<file path="config.mk">
export PLATFORM = sky130hd
export DESIGN_NAME = seq_pattern_detector
export DESIGN_NICKNAME = d
export VERILOG_FILES = /design/src/rtl/seq_pattern_detector.sv
export SDC_FILE = /design/constraint.sdc
export NUM_CORES = 1
export LEC_CHECK = 0
export ABC_AREA = 1
export ABC_CLOCK_PERIOD_IN_PS = 3100
export BUFFER_PORTS_ARGS = -buffer_cell sky130_fd_sc_hd__buf_2
export CELL_PAD_IN_SITES_DETAIL_PLACEMENT = 1
export CELL_PAD_IN_SITES_GLOBAL_PLACEMENT = 1
export CORE_MARGIN = 4
export CORE_UTILIZATION = 44
export CTS_BUF_LIST = sky130_fd_sc_hd__clkbuf_8
export CTS_CLUSTER_DIAMETER = 30
export DETAILED_ROUTE_END_ITERATION = 10
export PLACE_DENSITY = 0.91
export SYNTH_ARGS = -nofsm -noshare
export SYNTH_HDL_FRONTEND = slang
export SYNTH_SLANG_ARGS = --single-unit
</file>
<file path="constraint.sdc">
create_clock -name clock -period 3.1 [get_ports clock]
set_input_delay 0 -clock clock [delete_from_list [all_inputs] [get_ports clock]]
set_output_delay 0 -clock clock [all_outputs]
set_load 0.02 [all_outputs]
</file>
<file path="src/rtl/seq_pattern_detector.sv">
// Serial bit-pattern detector with a runtime-loadable pattern, overlap control
// and a saturating match counter. Define SEQ_PATTERN_MASK_EN to add a don't-care mask.
module seq_pattern_detector #(
  parameter int                 PAT_LEN = 4,
  parameter logic [PAT_LEN-1:0] PATTERN = 4'b1101,
  parameter int                 CNT_W   = 8
) (
  input  logic               clock,
  input  logic               reset,
  input  logic               x_in,
  input  logic               x_valid,
  input  logic               overlap,
  input  logic               pat_load,
  input  logic [PAT_LEN-1:0] pat_in,
`ifdef SEQ_PATTERN_MASK_EN
  input  logic [PAT_LEN-1:0] pat_mask_in,
`endif
  input  logic               clr_cnt,
  output logic               y_out,
  output logic [CNT_W-1:0]   match_cnt,
  output logic               cnt_sat
);

  localparam int                FILL_W    = $clog2(PAT_LEN + 1);
  localparam logic [FILL_W-1:0] FILL_FULL = FILL_W'(PAT_LEN);

  logic [PAT_LEN-1:0] pat_q, pat_d;
  // Only the youngest PAT_LEN-1 bits can reach a future window, so the oldest is dropped.
  logic [PAT_LEN-2:0] hist_q, hist_d;
  logic [FILL_W-1:0]  fill_q, fill_d;
  logic               y_q, y_d;
  logic [CNT_W-1:0]   cnt_q, cnt_d;
  logic               sat_q, sat_d;
`ifdef SEQ_PATTERN_MASK_EN
  logic [PAT_LEN-1:0] mask_q, mask_d;
`endif

  logic [PAT_LEN-1:0] win;
  logic [PAT_LEN-1:0] diff;
  logic [FILL_W-1:0]  fill_n;
  logic               match;

  always_comb begin
    win    = {hist_q, x_in};
    fill_n = (fill_q == FILL_FULL) ? FILL_FULL : fill_q + FILL_W'(1);
`ifdef SEQ_PATTERN_MASK_EN
    diff   = (win ^ pat_q) & ~mask_q;
`else
    diff   = win ^ pat_q;
`endif
    match  = !pat_load && x_valid && (fill_n == FILL_FULL) && (diff == '0);
  end

  always_comb begin
    // NOTE: every next-state signal gets a default first so no path leaves it unassigned (no latches).
    pat_d  = pat_q;
    hist_d = hist_q;
    fill_d = fill_q;
    y_d    = 1'b0;
    cnt_d  = cnt_q;
    sat_d  = sat_q;
`ifdef SEQ_PATTERN_MASK_EN
    mask_d = mask_q;
`endif

    if (pat_load) begin
      pat_d  = pat_in;
      fill_d = '0;
`ifdef SEQ_PATTERN_MASK_EN
      mask_d = pat_mask_in;
`endif
    end else if (x_valid) begin
      hist_d = win[PAT_LEN-2:0];
      if (match) begin
        fill_d = overlap ? FILL_FULL : '0;
      end else begin
        fill_d = fill_n;
      end
    end

    if (match) begin
      y_d = 1'b1;
      if (cnt_q != '1) begin
        cnt_d = cnt_q + CNT_W'(1);
      end
      if (cnt_d == '1) begin
        sat_d = 1'b1;
      end
    end

    // A clear coinciding with a match wins over the count; the pulse is unaffected.
    if (clr_cnt) begin
      cnt_d = '0;
      sat_d = 1'b0;
    end
  end

  always_ff @(posedge clock or posedge reset) begin
    if (reset) begin
      pat_q  <= PATTERN;
      hist_q <= '0;
      fill_q <= '0;
      y_q    <= 1'b0;
      cnt_q  <= '0;
      sat_q  <= 1'b0;
`ifdef SEQ_PATTERN_MASK_EN
      mask_q <= '0;
`endif
    end else begin
      // NOTE: state registers use non-blocking assignments so all update together at the edge.
      pat_q  <= pat_d;
      hist_q <= hist_d;
      fill_q <= fill_d;
      y_q    <= y_d;
      cnt_q  <= cnt_d;
      sat_q  <= sat_d;
`ifdef SEQ_PATTERN_MASK_EN
      mask_q <= mask_d;
`endif
    end
  end

  assign y_out     = y_q;
  assign match_cnt = cnt_q;
  assign cnt_sat   = sat_q;

endmodule

</file>
Yosys cells after proc, flatten, opt, wreduce, memory -nomap -nowiden
Cells that the tools add are included.
- register bits: 20
- output and inout port bits: 10
- add/subtract/negate cells: 2
- equal/unequal tests: 4
- muxes and demuxes: 13
- bitwise operators: 2
- reduce and logical (&&, ||, !) cells: 10
- operators with widths (cell ; number):
    8-bit two-way mux ; 4
    3-bit two-way mux ; 5
    8-bit by 1-bit adder with 8-bit output (second input constant) ; 1
    8-bit == test (second input constant) ; 1
    8-bit != test (second input constant) ; 1
    3-bit == test (second input constant) ; 2
    2-bit nonzero test ; 3
    4-bit zero test ; 1
    1-bit two-way mux ; 4
    2-bit AND reduction ; 2
    4-bit bitwise XOR ; 1
    3-bit by 1-bit adder with 3-bit output (second input constant) ; 1
    1-bit logical AND ; 3
    1-bit zero test ; 1
    1-bit NOT ; 1

Depth between registers and ports, before layout
- word-level depth: 10
- gate-level depth with buffers: 11
- depth with buffers taken out: 11

Least setup slack after synthesis
OpenSTA, ideal clock, no wires.
- path type: reg-to-reg
- from: register cnt_q[1] (netlist: match_cnt[1])
- to: register sat_q (netlist: cnt_sat)
- data arrival time: 1.436 ns
- path slack: 1.591 ns
- cell stages (with the launch flop): 10
- path buffers: 0
- clock period less this slack: 1.509 ns
- cell sequence: dfrtp_1 -> ha_1 -> nand2_2 -> nor2_4 -> nand2_2 -> nand2_1 -> nand3_1 -> nor2_1 -> nand2_1 -> a21oi_2
- word-level cells in the longest chain between the ends: 6
- elaborated cells between the ends (all ways): 7
- classes of those cells: add/sub (1); eq/ne (2); mux (2); reduce/logical (2)
- ends and longest elaborated chain (item ; line ; text):
    start, declared ; 32 ; logic [CNT_W-1:0] cnt_q, cnt_d;
    start signal, assigned ; 115 ; cnt_q <= cnt_d;
    8-bit by 1-bit adder with 8-bit output or 8-bit != test (tied branches) ; 84, 83 ;
    8-bit two-way mux * ; 83 ; if (cnt_q != '1) begin
    8-bit two-way mux * ; 81 ; if (match) begin
    8-bit == test * ; 86 ; if (cnt_d == '1) begin
    2-bit nonzero test (no line) * ; n/a ;
    2-bit AND reduction (no line) * ; n/a ;
    end signal, assigned ; 116 ; sat_q <= sat_d;
    end, declared ; 33 ; logic sat_q, sat_d;
Mark *: on every way between the ends. The rest lies on a longest branch, timed or not. The select of a mux whose other input is x is not followed.
A chain may end at the register's enable or synchronous reset.

Worst setup path after layout
- from: register fill_q[0]
- to: register cnt_q[3] (netlist: match_cnt[3])
- word-level cells in the longest chain between the ends: 6
- elaborated cells between the ends (all ways): 7
- classes of those cells: add/sub (1); eq/ne (2); mux (1); reduce/logical (3)
- ends and longest elaborated chain (item ; line ; text):
    start, declared ; 30 ; logic [FILL_W-1:0] fill_q, fill_d;
    start signal, assigned ; 113 ; fill_q <= fill_d;
    3-bit by 1-bit adder with 3-bit output or 3-bit == test (tied branches) ; 45 ; fill_n = (fill_q == FILL_FULL) ? FILL_FULL : fill_q + FILL_W'(1);
    3-bit two-way mux * ; 45 ;
    3-bit == test * ; 51 ; match = !pat_load && x_valid && (fill_n == FILL_FULL) && (diff == '0);
    1-bit logical AND * (2 in series) ; 51 ;
    via match ; 41 ; logic match;
    2-bit nonzero test (no line) * ; n/a ;
The timed path passes the listed nets; every way through them passes the cells marked *.

==> out/metrics.cfg <==
[global_routing]
use_met2 = 0.401
gr-usage-all-layers = 0.228
grt_pass1_wl_um = 5890
busiest_layer = met2
gr-usage-met3 = 0.0432
grt_use_met1 = 0.252
grt_max_degree = 21
grt_pass1_vias = 1281
gr-total-overflow = 0
antenna_found_initial = 0

[worst_setup_path]
cp.arrival_ns = 1.87
crit_type = reg2reg
end_kind = flip-flop
r2r-start = fill_q[0]
required_ns = 3.24
reg2reg_depth = 10
critPathMaxStageDelay_ns = 0.39
rrSetupSlack_ns = 1.38
path_buf_inv = 3
cp_top_family = simple AND/OR/NAND/NOR gates
crit_fanout = 9
r2r_end = match_cnt[3]
cpMaxStageDelayCell = dfrtp_1
critical_path.startpoint_type = flip-flop
path_depth = 10
cp_cell_sequence = inv_1 > ha_1 > nand2_1 > nand3_1 > nor2_1 > nand2_2 > inv_4 > nor2_4 > inv_2 > o21ai_0

[floorplan]
core_area_um2 = 2520
initial_core_util = 0.473
ios = 21
die_w_um = 60.1
die_h_um = 60.1
rows = 18
dieArea_um2 = 3610

[yosys]
synth_edf_count = 0
synthSimpleGateAreaFrac = 0.356
synth_ff_type = dfrtp_1
syn_inst = 162
synth_nets = 176
synth_top_family_by_area = simple AND/OR/NAND/NOR gates
ys_seq_area_frac = 0.423
ys_seq_elements = 20
synth-xor-area-share = 0.0147
ys_async_sr_fraction = 1.00
yosys.area_share.adder = 0.0315
syn_area_per_cell_um2 = 7.36
synthMuxAreaShare = 0
yosysWarnings = 0
synthTopCellsByArea = dfrtp_1 36%, nand2_1 18%, inv_1 7.6%, nand3_1 7.1%, dfstp_2 6.6%
synth_compound_area_frac = 0.0818
synth_area_um2 = 1190
synth_commonest_cells = 57 x nand2_1, 24 x inv_1, 17 x dfrtp_1, 17 x nand3_1, 12 x o21ai_0
synth_top_area_share = 0.357
yosysTopAreaCell = dfrtp_1
synth_most_common_cell = nand2_1
synthDistinctLibCells = 23

[cells_and_area]
drive_above_1_share = 0.202
final_net_count = 208
synthToLayoutAreaGrowth_pct = 21.1
antenna_cells = 0
fillCellCount = 336
multi_input_area_um2 = 577
fin_util = 0.572
seqCellArea_um2 = 504

[sta]
period_needed_ns = 1.72
max_freq_mhz = 581
post-route-period-util = 0.555
slew_headroom = 0.480
setup_viol = 0
tns_ns = 0
rsz0062_at_grt = false
hold_violations = 0
worst_pin_slew_ns = 0.780
drv_slew = 0
skew_ns = 0.00530

[clock_network]
cts-htree-levels = 1
hold_buffers = 8
cts_resized = 0
cts_setup_buffers = 0
cts_root_buffer = clkbuf_8
cts_max_path_buffers = 2
cts_buffers = 3
cts_tree = yes
cts.clk_slew.worst_paths_ns = 0.08
clock-sinks = 20
insertion_delay_ns = 0.27

[placed_design]
port_buffers = 20
gp_congestion = 0.910
hpwl_um = 2460

[route]
ant_nets = 0
drtPass1Iterations = 4
drc_errors = 0
wl_per_cell_um = 14.9
via_per_inst = 5.28
wirelength_um = 3330
via_count = 1177
drt-initial-drc-count = 36

[flow_run]
maxCapViolCount = 0

[power_and_ir_drop]
cellLeakagePower_uw = 0.000753
irDropWorstVdd_mv = 0.389
powerDensity_nw_per_um2 = 371

[worst_hold_path]
hp-class = in2reg
min_from = x_valid
hold_end = fill_q[2]
whs_path_depth = 3

[status]
status = completed

per-layer routing:
metal	vias up	part of all wire
met1	570	0.40
met5	-	0
met3	9	0.033
met4	0	0.035
met2	27	0.54
li1	571	-
report_power, final:
group	internal, uW	switching, uW	total, uW
Combinational	28.0	43.6	71.6
Clock	88.5	90.1	179
Sequential	277	8.51	285
Total	393	142	535
worst min-delay path: stages:
cell and delay [ns]:
buf_2 0.08, or2_2 0.13, o22ai_1 0.07
per-stage QoR:
step / area [um2] / hold slack, ns / power (uW) / cells / worst slack [ns]
floorplan: 1190 / -0.0384 / 332 / 162 / 1.59
CTS: 1440 / 0.0494 / 542 / 223 / 1.38
finish: 1440 / 0.0572 / 535 / 223 / 1.38
detailed placement: 1320 / 0.179 / 353 / 211 / 1.42
global placement: 1320 / 0.173 / 348 / 211 / 1.50
global route: 1440 / 0.0764 / 567 / 223 / 1.16
cell families after synthesis:
logic type	after synthesis
adder cells (fa/ha/maj)	3
buffers and inverters	27
AND/OR/NAND/NOR	92
AO/OA/AOI/OAI	18
flip-flops	20
XOR/XNOR	2
layout by cell type (no fill, tap or decap):
master / synthesis / layout
a21oi_1: 1 / 1
or2_2: 1 / 1
nand3_2: 1 / 1
ha_1: 3 / 3
inv_1: 24 / 25
o21ai_1: 1 / 1
nand2_1: 57 / 57
clkbuf_8: 0 / 3
xor2_1: 1 / 1
buf_2: 0 / 20
nor2_2: 1 / 1
o22ai_1: 3 / 3
a21oi_2: 1 / 1
xnor2_1: 1 / 1
dfrtp_1: 17 / 17
dfstp_2: 3 / 3
inv_2: 1 / 1
o21ai_0: 12 / 12
nor2_8: 1 / 1
nor2_4: 3 / 3
nor2_1: 8 / 8
dlygate4sd3_1: 0 / 8
inv_4: 1 / 1
nand2_2: 3 / 3
nand3_1: 17 / 17
layout make-up:
| class | count | area share |
|---|---|---|
| clock buffer | 3 | 0.0286 |
| multi-input combinational | 115 | 0.399 |
| tap | 30 | 0.0260 |
| clock inverter | 1 | 0.00260 |
| inverter | 26 | 0.0693 |
| timing repair buffer | 28 | 0.125 |
| sequential | 20 | 0.349 |
worst max path at each step:
| stage | from | to | slack, ns |
|---|---|---|---|
| 2_1_floorplan | match_cnt[1] | cnt_sat | 1.59 |
| 3_3_place_gp | fill_q[0] | match_cnt[3] | 1.50 |
| 3_5_place_dp | fill_q[0] | match_cnt[3] | 1.42 |
| 4_1_cts | fill_q[0] | match_cnt[3] | 1.38 |
| 5_1_grt | fill_q[0] | match_cnt[3] | 1.16 |
| 6_report | fill_q[0] | match_cnt[3] | 1.38 |
flip-flops by register name, indices dropped and copies added (netlist names):
signal	flops
fill_q	3
pat_q	4
hist_q	3
cnt_sat	1
y_out	1
match_cnt	8
Note: power is estimated with default switching activity, not from simulation.
